<file path="config.mk">
export PLATFORM = sky130hd
export DESIGN_NAME = cpu_run_monitor
export DESIGN_NICKNAME = d
export VERILOG_FILES = /design/src/rtl/cpu_run_monitor_pkg.sv /design/src/rtl/mon_sig_fold.sv /design/src/rtl/cpu_run_monitor.sv
export SDC_FILE = /design/constraint.sdc
export NUM_CORES = 1
export LEC_CHECK = 0
export BUFFER_PORTS_ARGS = -buffer_cell sky130_fd_sc_hd__buf_2
export CORE_UTILIZATION = 24
export DETAILED_ROUTE_END_ITERATION = 7
export PLACE_DENSITY_LB_ADDON = 0.15
export SYNTH_ARGS = -nofsm -noshare
export SYNTH_HDL_FRONTEND = slang
export SYNTH_SLANG_ARGS = --single-unit
</file>
<file path="constraint.sdc">
create_clock -name Clk -period 2.14 [get_ports Clk]
set_clock_uncertainty 0.15 [all_clocks]
set_input_delay 0.107 -clock Clk [delete_from_list [all_inputs] [get_ports Clk]]
set_output_delay 0.107 -clock Clk [all_outputs]
set_load 0.03 [all_outputs]
</file>
<file path="src/rtl/cpu_run_monitor_pkg.sv">
// Shared types for the MIPS core run monitor.
// State encoding and default end-of-program PC.
package cpu_run_monitor_pkg;

  typedef enum logic [2:0] {
    S_IDLE  = 3'd0,
    S_RESET = 3'd1,
    S_RUN   = 3'd2,
    S_DRAIN = 3'd3,
    S_DONE  = 3'd4
  } state_t;

  localparam logic [31:0] DEF_HALT_PC = 32'h0000_01FC;

endpackage

</file>
<file path="src/rtl/mon_sig_fold.sv">
// Combinational rotate/XOR chain folding valid result
// channels into the signature, channel 0 first.
module mon_sig_fold #(
  parameter int DATA_W = 32,
  parameter int NUM_CH = 3
) (
  input  logic [DATA_W-1:0]        sig_i,
  input  logic [NUM_CH*DATA_W-1:0] ch_data_i,
  input  logic [NUM_CH-1:0]        ch_valid_i,
  output logic [DATA_W-1:0]        sig_o
);

  logic [DATA_W-1:0] acc;

  always_comb begin
    acc = sig_i;
    for (int k = 0; k < NUM_CH; k++) begin
      if (ch_valid_i[k]) begin
        acc = {acc[DATA_W-2:0], acc[DATA_W-1]}
            ^ ch_data_i[k*DATA_W +: DATA_W];
      end
    end
    sig_o = acc;
  end

endmodule

</file>
<file path="src/rtl/cpu_run_monitor.sv">
// Run controller/checker for the pipelined MIPS core:
// reset, run to halt PC or timeout, drain, compare signature.
module cpu_run_monitor
  import cpu_run_monitor_pkg::*;
#(
  parameter int DATA_W       = 32,
  parameter int NUM_CH       = 3,
  parameter int RST_CYCLES   = 4,
  parameter int DRAIN_CYCLES = 5,
  parameter int TIMEOUT      = 1024,
  parameter int CNT_W        = 16,
  parameter logic [DATA_W-1:0] HALT_PC = DATA_W'(DEF_HALT_PC)
) (
  input  logic                     Clk,
  input  logic                     Reset,
  input  logic                     Start,
  input  logic [DATA_W-1:0]        PC,
  input  logic [NUM_CH*DATA_W-1:0] ChData,
  input  logic [NUM_CH-1:0]        ChValid,
  input  logic [DATA_W-1:0]        ExpSig,
  output logic                     CoreReset,
  output logic                     Busy,
  output logic                     Done,
  output logic                     Pass,
  output logic                     TimedOut,
  output logic [CNT_W-1:0]         CycleCount,
  output logic [DATA_W-1:0]        Signature
);

  localparam int MAX_A = (TIMEOUT > RST_CYCLES) ? TIMEOUT : RST_CYCLES;
  localparam int MAX_P = (MAX_A > DRAIN_CYCLES) ? MAX_A : DRAIN_CYCLES;
  localparam int PH_W  = $clog2(MAX_P + 1);

  state_t            state_q, state_d;
  logic [PH_W-1:0]   ph_q, ph_d;
  logic [CNT_W-1:0]  cnt_q, cnt_d, cnt_inc;
  logic [DATA_W-1:0] sig_q, sig_d, sig_fold;
  logic [DATA_W-1:0] exp_q, exp_d;
  logic              crst_q, crst_d;
  logic              busy_q, busy_d;
  logic              done_q, done_d;
  logic              pass_q, pass_d;
  logic              tmo_q, tmo_d;

  mon_sig_fold #(
    .DATA_W (DATA_W),
    .NUM_CH (NUM_CH)
  ) u_fold (
    .sig_i      (sig_q),
    .ch_data_i  (ChData),
    .ch_valid_i (ChValid),
    .sig_o      (sig_fold)
  );

  assign cnt_inc = (cnt_q == '1) ? cnt_q : cnt_q + CNT_W'(1);

  always_comb begin
    state_d = state_q;
    ph_d    = ph_q;
    cnt_d   = cnt_q;
    sig_d   = sig_q;
    exp_d   = exp_q;
    crst_d  = crst_q;
    busy_d  = busy_q;
    done_d  = done_q;
    pass_d  = pass_q;
    tmo_d   = tmo_q;
    unique case (state_q)
      S_IDLE, S_DONE: begin
        if (Start) begin
          state_d = S_RESET;
          ph_d    = '0;
          cnt_d   = '0;
          sig_d   = '0;
          exp_d   = ExpSig;
          crst_d  = 1'b1;
          busy_d  = 1'b1;
          done_d  = 1'b0;
          pass_d  = 1'b0;
          tmo_d   = 1'b0;
        end
      end
      S_RESET: begin
        if (ph_q == PH_W'(RST_CYCLES - 1)) begin
          state_d = S_RUN;
          ph_d    = '0;
          crst_d  = 1'b0;
        end else begin
          ph_d = ph_q + PH_W'(1);
        end
      end
      S_RUN: begin
        cnt_d = cnt_inc;
        sig_d = sig_fold;
        // Halt takes priority over a timeout on the same cycle
        if (PC == HALT_PC) begin
          state_d = S_DRAIN;
          ph_d    = '0;
        end else if (ph_q == PH_W'(TIMEOUT - 1)) begin
          state_d = S_DONE;
          crst_d  = 1'b1;
          busy_d  = 1'b0;
          done_d  = 1'b1;
          pass_d  = 1'b0;
          tmo_d   = 1'b1;
        end else begin
          ph_d = ph_q + PH_W'(1);
        end
      end
      S_DRAIN: begin
        cnt_d = cnt_inc;
        sig_d = sig_fold;
        if (ph_q == PH_W'(DRAIN_CYCLES - 1)) begin
          state_d = S_DONE;
          crst_d  = 1'b1;
          busy_d  = 1'b0;
          done_d  = 1'b1;
          pass_d  = (sig_fold == exp_q);
        end else begin
          ph_d = ph_q + PH_W'(1);
        end
      end
      default: begin
        state_d = S_IDLE;
        crst_d  = 1'b1;
        busy_d  = 1'b0;
      end
    endcase
  end

  always_ff @(posedge Clk) begin
    if (!Reset) begin
      state_q <= S_IDLE;
      ph_q    <= '0;
      cnt_q   <= '0;
      sig_q   <= '0;
      exp_q   <= '0;
      crst_q  <= 1'b1;
      busy_q  <= 1'b0;
      done_q  <= 1'b0;
      pass_q  <= 1'b0;
      tmo_q   <= 1'b0;
    end else begin
      state_q <= state_d;
      ph_q    <= ph_d;
      cnt_q   <= cnt_d;
      sig_q   <= sig_d;
      exp_q   <= exp_d;
      crst_q  <= crst_d;
      busy_q  <= busy_d;
      done_q  <= done_d;
      pass_q  <= pass_d;
      tmo_q   <= tmo_d;
    end
  end

  assign CoreReset  = crst_q;
  assign Busy       = busy_q;
  assign Done       = done_q;
  assign Pass       = pass_q;
  assign TimedOut   = tmo_q;
  assign CycleCount = cnt_q;
  assign Signature  = sig_q;

endmodule

</file>
After elaboration in Yosys (flattened, before gate mapping)
Cells that the tools add are included.
{"block": "classes", "addsub": 2, "multipliers": 0, "div_mod_pow": 0, "magnitude_cmp": 0, "eq_ne": 19, "shift": 0, "muxes": 35, "n_bitwise": 4, "reduce_logical": 16}
{"cell": "$mux W32", "n": 4}
{"cell": "$xor A32 B32 Y32", "n": 3}
{"cell": "$pmux W32 S2", "n": 1}
{"cell": "$mux W11", "n": 5}
{"cell": "$pmux W11 S4", "n": 1}
{"cell": "$eq A32 B32 Y1", "n": 1}
{"cell": "$eq A32 B9 Y1 const B", "n": 1}
{"cell": "$mux W16", "n": 2}
{"cell": "$pmux W16 S2", "n": 1}
{"cell": "$add A16 B1 Y16 const B", "n": 1}
{"cell": "$eq A16 B16 Y1 const B", "n": 1}
{"cell": "$mux W3", "n": 5}
{"cell": "$reduce_and A5 Y1", "n": 3}
{"cell": "$ne A2 B2 Y1 const B", "n": 7}
{"cell": "$pmux W3 S4", "n": 1}
{"cell": "$reduce_and A4 Y1", "n": 3}
{"cell": "$add A11 B1 Y11 const B", "n": 1}
{"cell": "$eq A11 B10 Y1 const B", "n": 1}
{"cell": "$eq A11 B2 Y1 const B", "n": 1}
{"cell": "$eq A11 B3 Y1 const B", "n": 1}
{"cell": "$mux W1", "n": 10}
{"cell": "$pmux W1 S4", "n": 2}
{"cell": "$eq A3 B2 Y1 const B", "n": 2}
{"cell": "$ne A3 B3 Y1 const B", "n": 2}
{"cell": "12 further kinds", "n": 16}
{"block": "totals", "ff_bits": 99, "latchBits": 0, "ramBits": 0, "romBits": 0, "inputBits": 166, "output_inout_bits": 53, "elab_cells": 86, "mem_count": 0}

Longest topological paths before layout
Gate-level depths: netlist (run 1).
{"block": "logic_depth", "ltp_word": 9, "ltp_mapped": 12, "mapped_depth_nobuf": 10}

By module
Synthesis (run 1) repeated with hierarchy kept, for this count alone.
{"block": "hier_totals", "cells_unflattened": 1037, "area_unflattened_um2": 7792.5}
{"mod": "cpu_run_monitor", "n_inst": 1, "cells_each": 563, "area_per_inst_um2": 4533.1, "seq_area_each_um2": 1981.9}
{"mod": "mon_sig_fold", "n_inst": 1, "cells_each": 474, "area_per_inst_um2": 3259.4, "seq_area_each_um2": 0.0}

Worst setup path before layout (run 1)
OpenSTA, ideal clock, no wires.
{"block": "synth_timing", "path_kind": "register -> register", "startpoint": "register sig_q[28], in the netlist Signature[28]", "endpoint": "register pass_q, in the netlist Pass", "setup_ns": 0.057, "arrival_ns": 2.401, "required_ns": 1.933, "slack_ns": -0.468, "stages_incl_launch_ff": 10, "path_buffers": 0, "period_less_slack_ns": 2.608, "cell_sequence": "dfxtp_1 > xnor2_1 > a211o_1 > and3_1 > o32a_1 > and4_1 > a211oi_1 > nand4_1 > nor4_1 > a21o_1"}
{"block": "synth_via", "elab_chain_cells": 9}
{"element": "start: declaration", "line": "cpu_run_monitor.sv:37", "rtl": "logic [DATA_W-1:0] sig_q, sig_d, sig_fold;"}
{"element": "start signal: assignment", "line": "cpu_run_monitor.sv:147", "rtl": "sig_q <= sig_d;"}
{"element": "$xor A32 B32 Y32", "line": "mon_sig_fold.sv:20", "rtl": "^ ch_data_i[k*DATA_W +: DATA_W];"}
{"element": "$mux W32 *", "line": "mon_sig_fold.sv:18", "rtl": "if (ch_valid_i[k]) begin"}
{"element": "$xor A32 B32 Y32", "line": "mon_sig_fold.sv:20"}
{"element": "$mux W32 *", "line": "mon_sig_fold.sv:18"}
{"element": "$xor A32 B32 Y32", "line": "mon_sig_fold.sv:20"}
{"element": "$mux W32 *", "line": "mon_sig_fold.sv:18"}
{"element": "$eq A32 B32 Y1 *", "line": "cpu_run_monitor.sv:118", "rtl": "pass_d = (sig_fold == exp_q);"}
{"element": "$mux W1 *", "line": "cpu_run_monitor.sv:113", "rtl": "if (ph_q == PH_W'(DRAIN_CYCLES - 1)) begin"}
{"element": "$pmux W1 S3 *", "line": "cpu_run_monitor.sv:68", "rtl": "unique case (state_q)"}
{"element": "end signal: assignment", "line": "cpu_run_monitor.sv:152", "rtl": "pass_q <= pass_d;"}
{"element": "end: declaration", "line": "cpu_run_monitor.sv:42", "rtl": "logic pass_q, pass_d;"}
Mark *: on every way between the ends. The rest lies on a longest branch, timed or not. The select of a mux whose other input is x is not followed.
A chain may end at the register's enable or synchronous reset.

Worst setup path after layout (run 1)
{"block": "layout_timing", "startpoint": "register sig_q[3], in the netlist Signature[3]", "endpoint": "register pass_q, in the netlist Pass"}
The elaborated chain is that of the path after synthesis.

==> flow_summary.ini, run 1 <==
[clock_network]
cts.sink_count = 99
root_buffer = clkbuf_16
clkLatencyLatePin_ns = 0.36
clkTransAtPathRegs_ns = 0.07
htree_levels = 3
cts_tree = done
cts_buffer_depth = 2
cts_buffers = 9

[yosys]
ys_seq_area_frac = 0.280
synth-edff-count = 0
avgSynthCellArea_um2 = 7.60
ys_warn_count = 0
synth_nets = 1099
dominantRegCellSynth = dfxtp_1
synthesis.area_um2 = 7070
ys_async_sr_fraction = 0
ys_ff_latch = 99
post_synth_num_cell_types = 51
synth_cells = 930

[timing]
fin_crit_ns = 2.54
fin_crit_sh = 1.19
fmax_ghz = 0.394
max_slew_margin = 0.597
max_slew.worst_pin.slew_ns = 0.605
setup_viol = 6
hold_violations = 0
fin_tns_setup_ns = -0.639
final_max_slew_viol_count = 0
grt_setup_unrepaired = yes
fin_ws_ns = -0.401

[critical_path]
worstSetupPathType = reg2reg
rrSetupSlack_ns = -0.40
startpoint_type = flip-flop
arrival_ns = 2.68
rr_worst_depth = 9
crit_required_ns = 2.28
regToRegStartpoint = Signature[3]$_SDFFE_PN0P_
worstSetupEndpointType = flip-flop
r2r-end = Pass$_SDFFE_PN0P_
cp_max_fo = 5

[global_routing]
use_met1 = 0.295
antenna_found_initial = 0
use_met3 = 0.0408
grt_util_met2 = 0.277
track_usage = 0.194
grt_pass1_vias = 7889
grt_max_degree = 70
overflow = 0
top_usage_layer = met1
grt_pass1_wl_mm = 45.3

[power]
power_w = 0.00949
powerDensity_nw_per_um2 = 786
p_leak_nw = 5.09
ir_drop_mv = 0.611

[floorplanning]
design.die.area_um2 = 30100
core.rowCount = 62
die_w_um = 174
coreArea_um2 = 28900
die_h_um = 174
num_io_pins = 219
start_util = 0.245

[flow_run]
maxCapViolCount = 0

[min_path]
min_path_cells = 4
hold_class = in2reg
min-delay-start = ChData[90]
min_to = Signature[26]$_SDFFE_PN0P_

[outcome]
run_status = finished, violations left
violations = setup timing

[placed_design]
gp_congestion = 0.827
dpl.cell_count = 1656
pre_cts_slack_ns = -0.635
port_buffers = 218
placed_area_um2 = 10200
dp_hpwl_mm = 23.2

[cells_and_area]
fin_nets = 1504
fillers = 3002
instances_no_fill = 1724
drive_gt1_frac = 0.489
areaGrowthSynthToFinish_pct = 70.8
stdcell_area_um2 = 12100
diodes = 0

[drt]
wirelength_mm = 30.2
drt_first_iter_violations = 529
drtAntennaViolNets = 0
drcViolationCount = 0
drtPass1Iterations = 5
num_vias = 8444
post_drt_wl_per_cell_um = 17.5
viasPerCell = 4.90
## critical path: stages, from the launching register on
cell     delay, ns
dfxtp_4       0.37
xnor2_2       0.16
o211a_1       0.24
o31ai_4       0.35
xnor2_1       0.16
a211o_1       0.32
a22oi_1       0.18
nand4_1       0.14
nor4_1        0.25
a21o_1        0.16
## power breakdown
| group | switching [W] | leakage (nW) | internal [W] |
|---|---|---|---|
| clock | 0.000822 | 0.150 | 0.000930 |
| combinational | 0.00283 | 4.10 | 0.00240 |
| sequential | 0.000351 | 0.835 | 0.00215 |
## final cells by class
class	instances	area [um2]	area share
sequential	99	2110	0.175
clock inverter	7	83.8	0.00694
tap	384	480	0.0398
inverter	17	63.8	0.00529
clock buffer	9	225	0.0187
timing repair buffer	459	3180	0.264
multi-input combinational	749	5920	0.490
## synthesized netlist by cell type (3+ instances only)
master	n	area [um2]
nor2_1	112	420
nand2_1	108	405
dfxtp_1	99	1980
a21oi_1	74	370
xnor2_1	64	561
clkbuf_1	40	150
o211ai_1	40	300
a211oi_1	34	255
xor2_1	34	298
a22oi_1	33	248
nand2b_1	31	194
nand3_1	27	135
o211a_1	25	250
a211o_1	22	193
a31oi_1	21	131
o31ai_2	21	263
nor4_1	16	100
inv_1	14	52.6
buf_2	12	60.1
nand4_1	12	75.1
nor2b_1	9	56.3
nor3_1	8	40.0
o21ai_0	8	40.0
buf_1	7	26.3
and2_1	6	37.5
buf_4	5	37.5
o31ai_1	5	37.5
mux2i_1	4	40.0
or3_1	4	25.0
and3_1	3	18.8
ha_1	3	37.5
inv_2	3	11.3
nor4b_1	3	26.3
or2_2	3	18.8
## what timing repair did
action | 4_1_cts | 5_1_grt
endpoints found under the hold margin | 34 | 0
pin swaps | 25 | 57
setup buffers | 11 | 11
resized for setup | 68 | 132
hold buffers | 34 | 0
endpoints found under the setup margin | 30 | 43
gates cloned | 0 | 0
## cells by family after synthesis
logic type	after synthesis	share of synthesized area
adders and majority gates	3	0.00531
and+or+nand+nor	349	0.227
buffers and inverters	82	0.0494
xor gates and xnor gates	98	0.121
AOI/OAI and AO/OA	294	0.309
DFF	99	0.280
muxes	5	0.00726
## per-layer routing
layer | vias up | wire length [um] | share of wire
met5 | - | 0 | 0
met4 | 0 | 250 | 0.0083
met3 | 11 | 1800 | 0.060
met2 | 226 | 12800 | 0.42
met1 | 4016 | 15400 | 0.51
li1 | 4191 | - | -
## placed cells by master (no fill, tap or decap), types with 6 or more instances in the layout
cell,count
o31ai_4,15
o31ai_2,10
o211ai_1,40
inv_1,13
dfxtp_4,32
a211oi_2,24
dfxtp_1,57
buf_12,12
and2_1,6
nor2_2,8
nor2b_1,6
xnor2_2,20
clkbuf_16,9
nand4_1,12
a211oi_1,10
a211o_1,22
a31oi_1,17
nor2_1,100
a22oi_2,12
a21oi_2,12
buf_2,218
nand2_1,103
buf_4,182
nand2b_1,29
xor2_1,27
buf_6,13
dlygate4sd3_1,34
nand3_1,25
o211a_1,24
dfxtp_2,10
a22oi_1,21
xnor2_4,12
o21ai_0,6
a21oi_1,60
nor4_1,6
xnor2_1,32
## registers in the layout, summed over array words and instances (netlist names)
register / count
Busy: 1
CoreReset: 1
exp_q: 32
state_q: 3
TimedOut: 1
CycleCount: 16
Signature: 32
Pass: 1
Done: 1
ph_q: 11
## worst max path at each step
stage | from | endpoint | depth (start not counted)
5_1_grt | Signature[9]$_SDFFE_PN0P_ | Pass$_SDFFE_PN0P_ | 9
3_5_place_dp | ChValid[0] | Pass$_SDFFE_PN0P_ | 12
4_1_cts | Signature[4]$_SDFFE_PN0P_ | Pass$_SDFFE_PN0P_ | 9
3_3_place_gp | ChValid[0] | Pass$_SDFFE_PN0P_ | 12
2_1_floorplan | Signature[9]$_SDFFE_PN0P_ | Pass$_SDFFE_PN0P_ | 9
6_report | Signature[3]$_SDFFE_PN0P_ | Pass$_SDFFE_PN0P_ | 9
## through the flow
step / util / hold WS (ns)
after floorplan: - / 0.0930
after global placement: 0.353 / 0.199
after detailed placement: 0.353 / 0.207
after CTS: 0.391 / 0.0930
after global routing: 0.418 / 0.148
final: 0.418 / 0.0888
No activity file was read; power rests on OpenSTA's default activity.
==> inputs of run 2 (changes only) <==
Clock period 2.14 ns to 2.5 ns, I/O delays scaled along.
==> run 2 against run 1 <==
Net effect:
- the flow still finishes with violations (setup timing)
- flip-flop and latch count stayed put
- sequential power down 16%
- setup slack better by 0.35 ns
- via count decreased by 2.3%
- critical path type unchanged
- routed wire length is 0.94% lower
- largest cell class unchanged
- clock power fell by 15%
- design area down 9.7%
- hold slack better by 0.0074 ns
- critical endpoint unchanged
==> flow_summary.ini, run 2 (synthesis results as in run 1) <==
[outcome]
run_status = finished, violations left
violations = setup timing

[critical_path]
startpoint_type = flip-flop
arrival_ns = 2.71
worstSetupEndpointType = flip-flop
startpoint = Signature[13]$_SDFFE_PN0P_
worstSetupPathType = reg2reg
regToRegStartpoint = Signature[13]$_SDFFE_PN0P_
crit_required_ns = 2.66
cp_max_fo = 4

[timing]
max_slew.worst_pin.slew_ns = 0.626
fin_crit_ns = 2.55
fmax_ghz = 0.392
fin_ws_ns = -0.0537
fin_crit_sh = 1.02
hold_violations = 0
setup_viol = 1
grt_setup_unrepaired = yes
hold_ws_ns = 0.0962
final_max_slew_viol_count = 0
max_slew_margin = 0.582

[placed_design]
port_buffers = 218
dp_hpwl_mm = 23.3
gp_congestion = 0.872
pre_cts_slack_ns = -0.279

[power]
powerDensity_nw_per_um2 = 689
ir_drop_mv = 0.366
p_leak_nw = 4.67

[floorplanning]
core.rowCount = 62
start_util = 0.245
die_w_um = 174
die_h_um = 174
design.die.area_um2 = 30100
num_io_pins = 219
coreArea_um2 = 28900

[drt]
viasPerCell = 4.91
drt_first_iter_violations = 589
drtAntennaViolNets = 0
drtPass1Iterations = 5
post_drt_wl_per_cell_um = 17.8
wirelength_mm = 30.0
num_vias = 8250
drcViolationCount = 0

[global_routing]
grt_max_degree = 59
grt_pass1_wl_mm = 45.9
grt_pass1_vias = 7902
antenna_found_initial = 1
overflow = 0
track_usage = 0.198

[clock_network]
cts.sink_count = 99
clkTransAtPathRegs_ns = 0.08
cts_tree = done
cts_buffers = 9
cts_buffer_depth = 2
htree_levels = 3
root_buffer = clkbuf_16
clkLatencyLatePin_ns = 0.36

[flow_run]
maxCapViolCount = 0

[cells_and_area]
final_cell_mix = buf_2 (218), buf_4 (150), nor2_1 (109)
final_common_cell = buf_2
drive_gt1_frac = 0.394
areaGrowthSynthToFinish_pct = 54.3
fin_nets = 1458

[min_path]
min-delay-start = ChData[72]
hold_class = in2reg
## run 2: cell count changes in the layout (fill, tap and decap cells not counted), sizes merged
cell	delta
diode	+1
inv	-2
clkbuf	+2
buf	-46
## run 2: path summary, 6_finish.rpt
path                               end  slack [ns]  cells after the start
min          Signature[8]$_SDFFE_PN0P_         0.1                      4
max                  Pass$_SDFFE_PN0P_       -0.05                     10
max reg2reg          Pass$_SDFFE_PN0P_       -0.05                     10
min reg2reg     CoreReset$_SDFFE_PN1P_        0.31                      1
## run 2: layout make-up
| class | count | area (um2) |
|---|---|---|
| Clock buffer | 11 | 233 |
| Fill cell | 3047 | 18000 |
| Inverter | 17 | 63.8 |
| Clock inverter | 5 | 62.6 |
| Sequential cell | 99 | 2030 |
| Timing Repair Buffer | 413 | 2770 |
| Multi-Input combinational cell | 749 | 5270 |
| Antenna cell | 1 | 2.50 |
| Tap cell | 384 | 480 |
## run 2: metrics by stage
step / cell area, um2 / std cells / util / total power (W) / TNS (ns)
6_report: 10900 / 1679 / 0.378 / 0.00751 / -0.0537
5_1_grt: 10900 / 1679 / 0.378 / 0.00799 / -0.187
4_1_cts: 10400 / 1672 / 0.362 / 0.00733 / -0.0500
3_5_place_dp: 9660 / 1622 / 0.335 / 0.00571 / -0.279
3_3_place_gp: 9660 / 1622 / 0.335 / 0.00570 / -0.282
2_1_floorplan: 7080 / 930 / - / 0.00414 / 0
## run 2: where the power goes
part / total, W / leakage (nW) / internal (W) / switching, W
sequential: 0.00210 / 0.818 / 0.00182 / 0.000278
combinational: 0.00392 / 3.71 / 0.00168 / 0.00224
clock: 0.00149 / 0.142 / 0.000787 / 0.000707
## run 2: per-layer routing
| layer | wire, um | vias to the layer above | track usage |
|---|---|---|---|
| li1 | - | 4104 | - |
| met1 | 14800 | 3872 | 0.284 |
| met2 | 13000 | 239 | 0.302 |
| met3 | 1460 | 35 | 0.0243 |
| met4 | 707 | 0 | 0.0687 |
| met5 | 0 | - | 0 |
## run 2: what timing repair did
action | in CTS | in global routing
hold endpoints to repair | 34 | 0
endpoints found under the setup margin | 1 | 12
hold buffers | 34 | 0
setup buffers | 0 | 6
pin swaps | 6 | 31
resized for setup | 27 | 79
## run 2: critical path, cell delays in order, from the launching register on
cell     delay [ns]
dfxtp_2        0.44
xnor2_2        0.15
a211o_1        0.31
a31oi_1        0.25
buf_4          0.17
xor2_1         0.06
a21oi_1        0.24
xor2_1         0.19
nand4_1        0.12
nor4_2         0.28
a21o_1         0.14
==> inputs of run 3 (changes only) <==
Settings changed: ABC_AREA from default to 1, CORE_UTILIZATION 24 to 54, SKIP_LAST_GASP from default to 1.
==> run 3 against run 2 <==
Net effect:
- the run now ends clean
- first-iteration DRC count grew 15%
- sequential share of layout area is 2.2 points higher
- power down 13%
- maximum frequency is 14% higher
- utilization rose by 31 points
- design area fell by 12%
- area after synthesis is 8.1% higher
- non-clock buffer count down 144
- flip-flop and latch count did not move
- setup slack gained 0.31 ns
- largest power group unchanged
- highest routed layer unchanged
==> flow_summary.ini, run 3 <==
[drt]
drtAntennaViolNets = 0
drtPass1Iterations = 6
num_vias = 9336
drcViolationCount = 0
viasPerCell = 5.33
wirelength_mm = 22.6
drt_first_iter_violations = 679
post_drt_wl_per_cell_um = 12.9

[flow_run]
maxCapViolCount = 0

[floorplanning]
die_h_um = 121
core.rowCount = 43
design.die.area_um2 = 14600
num_io_pins = 219
die_w_um = 121
start_util = 0.552
coreArea_um2 = 13800

[clock_network]
postCtsSetupBuffers = 0
htree_levels = 3
cts_tree = done
cts.sink_count = 99
clkTransAtPathRegs_ns = 0.07
cts_buffers = 9
root_buffer = clkbuf_16
clkLatencyLatePin_ns = 0.35
cts_buffer_depth = 2

[global_routing]
track_usage = 0.301
grt_pass1_wl_mm = 35.3
antenna_found_initial = 3
grt_pass1_vias = 7841
grt_max_degree = 59
overflow = 0

[critical_path]
crit_required_ns = 2.59
worstSetupEndpointType = flip-flop
worstSetupPathType = reg2reg
rrSetupSlack_ns = 0.26
arrival_ns = 2.33
cp_max_fo = 5
startpoint = CycleCount[0]$_SDFFE_PN0P_
rr_worst_depth = 16
startpoint_type = flip-flop
regToRegStartpoint = CycleCount[0]$_SDFFE_PN0P_
r2r-end = CycleCount[13]$_SDFFE_PN0P_

[yosys]
synthTopCellsByArea = dfxtp_1 (26%), nand2_1 (21%), nand3_1 (20%)
synth-xor-area-share = 0.0355
dominantRegCellSynth = dfxtp_1
synthesis.area_um2 = 7640
synth_top_area_frac = 0.259
synth.largest_area_cell = dfxtp_1
synth_simple_gate_area_frac = 0.503
ys_ff_latch = 99
synth.most_common_cell = nand2_1
synth_top_family_by_area = simple AND/OR/NAND/NOR gates
ys_warn_count = 0
synth.mux.area_fraction = 0
synth-compound-area-share = 0.0921
synthAdderAreaFrac = 0.00491
avgSynthCellArea_um2 = 5.74
ys_async_sr_fraction = 0
post_synth_num_cell_types = 42
synth_nets = 1500
ys_seq_area_frac = 0.259
synth-edff-count = 0
synth_cells = 1331
synth_common_cells = nand2_1 (422), nand3_1 (307), inv_1 (152)

[cells_and_area]
drive_gt1_frac = 0.175
areaGrowthSynthToFinish_pct = 25.2
final_common_cell = nand2_1
instances_no_fill = 1750
fin_nets = 1732
final_util = 0.692
final_cell_mix = nand2_1 (421), nand3_1 (307), buf_2 (218)
fillers = 1321

[placed_design]
pre_cts_slack_ns = 0.235
port_buffers = 218
dp_hpwl_mm = 16.7
gp_congestion = 0.911
dpl.cell_count = 1700

[power]
ir_drop_mv = 0.414
p_leak_nw = 4.88
powerDensity_nw_per_um2 = 680
power_w = 0.00651

[timing]
fin_crit_sh = 0.898
final_max_slew_viol_count = 0
fin_crit_ns = 2.24
fin_ws_ns = 0.256
hold_violations = 0
setup_viol = 0
fin_tns_setup_ns = 0
max_slew.worst_pin.slew_ns = 0.563
grt_setup_unrepaired = no
fmax_ghz = 0.446
max_slew_margin = 0.623

[outcome]
run_status = completed

[min_path]
hold_class = in2reg
min_to = state_q[1]$_SDFFE_PN0P_
min-delay-start = Start
min_path_cells = 3
==> run 3: worst max-delay path by stage <==
stage | end | slack [ns] | cells after the start
finish | CycleCount[13]$_SDFFE_PN0P_ | 0.26 | 16
global route | CycleCount[13]$_SDFFE_PN0P_ | 0.01 | 16
CTS | CycleCount[13]$_SDFFE_PN0P_ | 0.22 | 16
detailed placement | CycleCount[13]$_SDFFE_PN0P_ | 0.24 | 16
global placement | CycleCount[13]$_SDFFE_PN0P_ | 0.35 | 16
floorplan | CycleCount[13]$_SDFFE_PN0P_ | 0.18 | 16
==> run 3: through the flow <==
stage / hold WS, ns / instance area, um2
after floorplan: 0.142 / 7640
after global placement: 0.229 / 8910
after detailed placement: 0.239 / 8910
after CTS: 0.00481 / 9550
after global routing: 0.0451 / 9560
final: 0.0111 / 9560
==> run 3: layout make-up <==
cell class                 instances  area [um2]  share of cell area
timing repair buffer             269        1580               0.165
clock buffer                       9         225              0.0236
multi-input combinational       1027        4860               0.509
sequential                        99        1980               0.207
inverter                         157         589              0.0616
tap                              180         225              0.0236
antenna                            3        7.51            0.000785
clock inverter                     6        91.3             0.00955
==> run 3: cell families after synthesis <==
family | Yosys count
flip-flops | 99
AND/OR/NAND/NOR | 858
XOR/XNOR | 31
AO/OA/AOI/OAI | 135
adder cells (fa/ha/maj) | 3
buffers and inverters | 205
==> run 3: worst max-delay path, cell delays in order (launching register included) <==
cell and delay [ns]:
dfxtp_1 0.40, ha_1 0.19, inv_1 0.08, nor4_4 0.25
nand2_1 0.11, nor2_2 0.12, nand2_1 0.06, nand2_1 0.07
inv_2 0.06, nor2_4 0.12, nor2_2 0.07, nand3_1 0.09
nor2_1 0.07, nand2_1 0.09, inv_1 0.06, o21ai_1 0.11
a21oi_1 0.05
==> run 3: power by group <==
part           switching, W  leakage [nW]  total (W)  internal (W)
clock network      0.000636         0.155    0.00151      0.000876
logic               0.00190          3.92    0.00291       0.00101
registers          0.000225         0.808    0.00209       0.00186
total               0.00276          4.88    0.00651       0.00375
==> run 3: repair_timing <==
item | 4_1_cts | 5_1_grt
gates resized for setup | 0 | 1
hold endpoints to repair | 32 | 0
endpoints found under the setup margin | 0 | 1
hold buffers | 32 | 0
==> run 3: layer usage <==
layer | global-route usage | routed length, um | vias up
met5 | 0 | 0 | -
met4 | 0.125 | 682 | 0
met3 | 0.0451 | 1570 | 45
met2 | 0.517 | 10600 | 353
met1 | 0.374 | 9780 | 4128
li1 | - | - | 4810
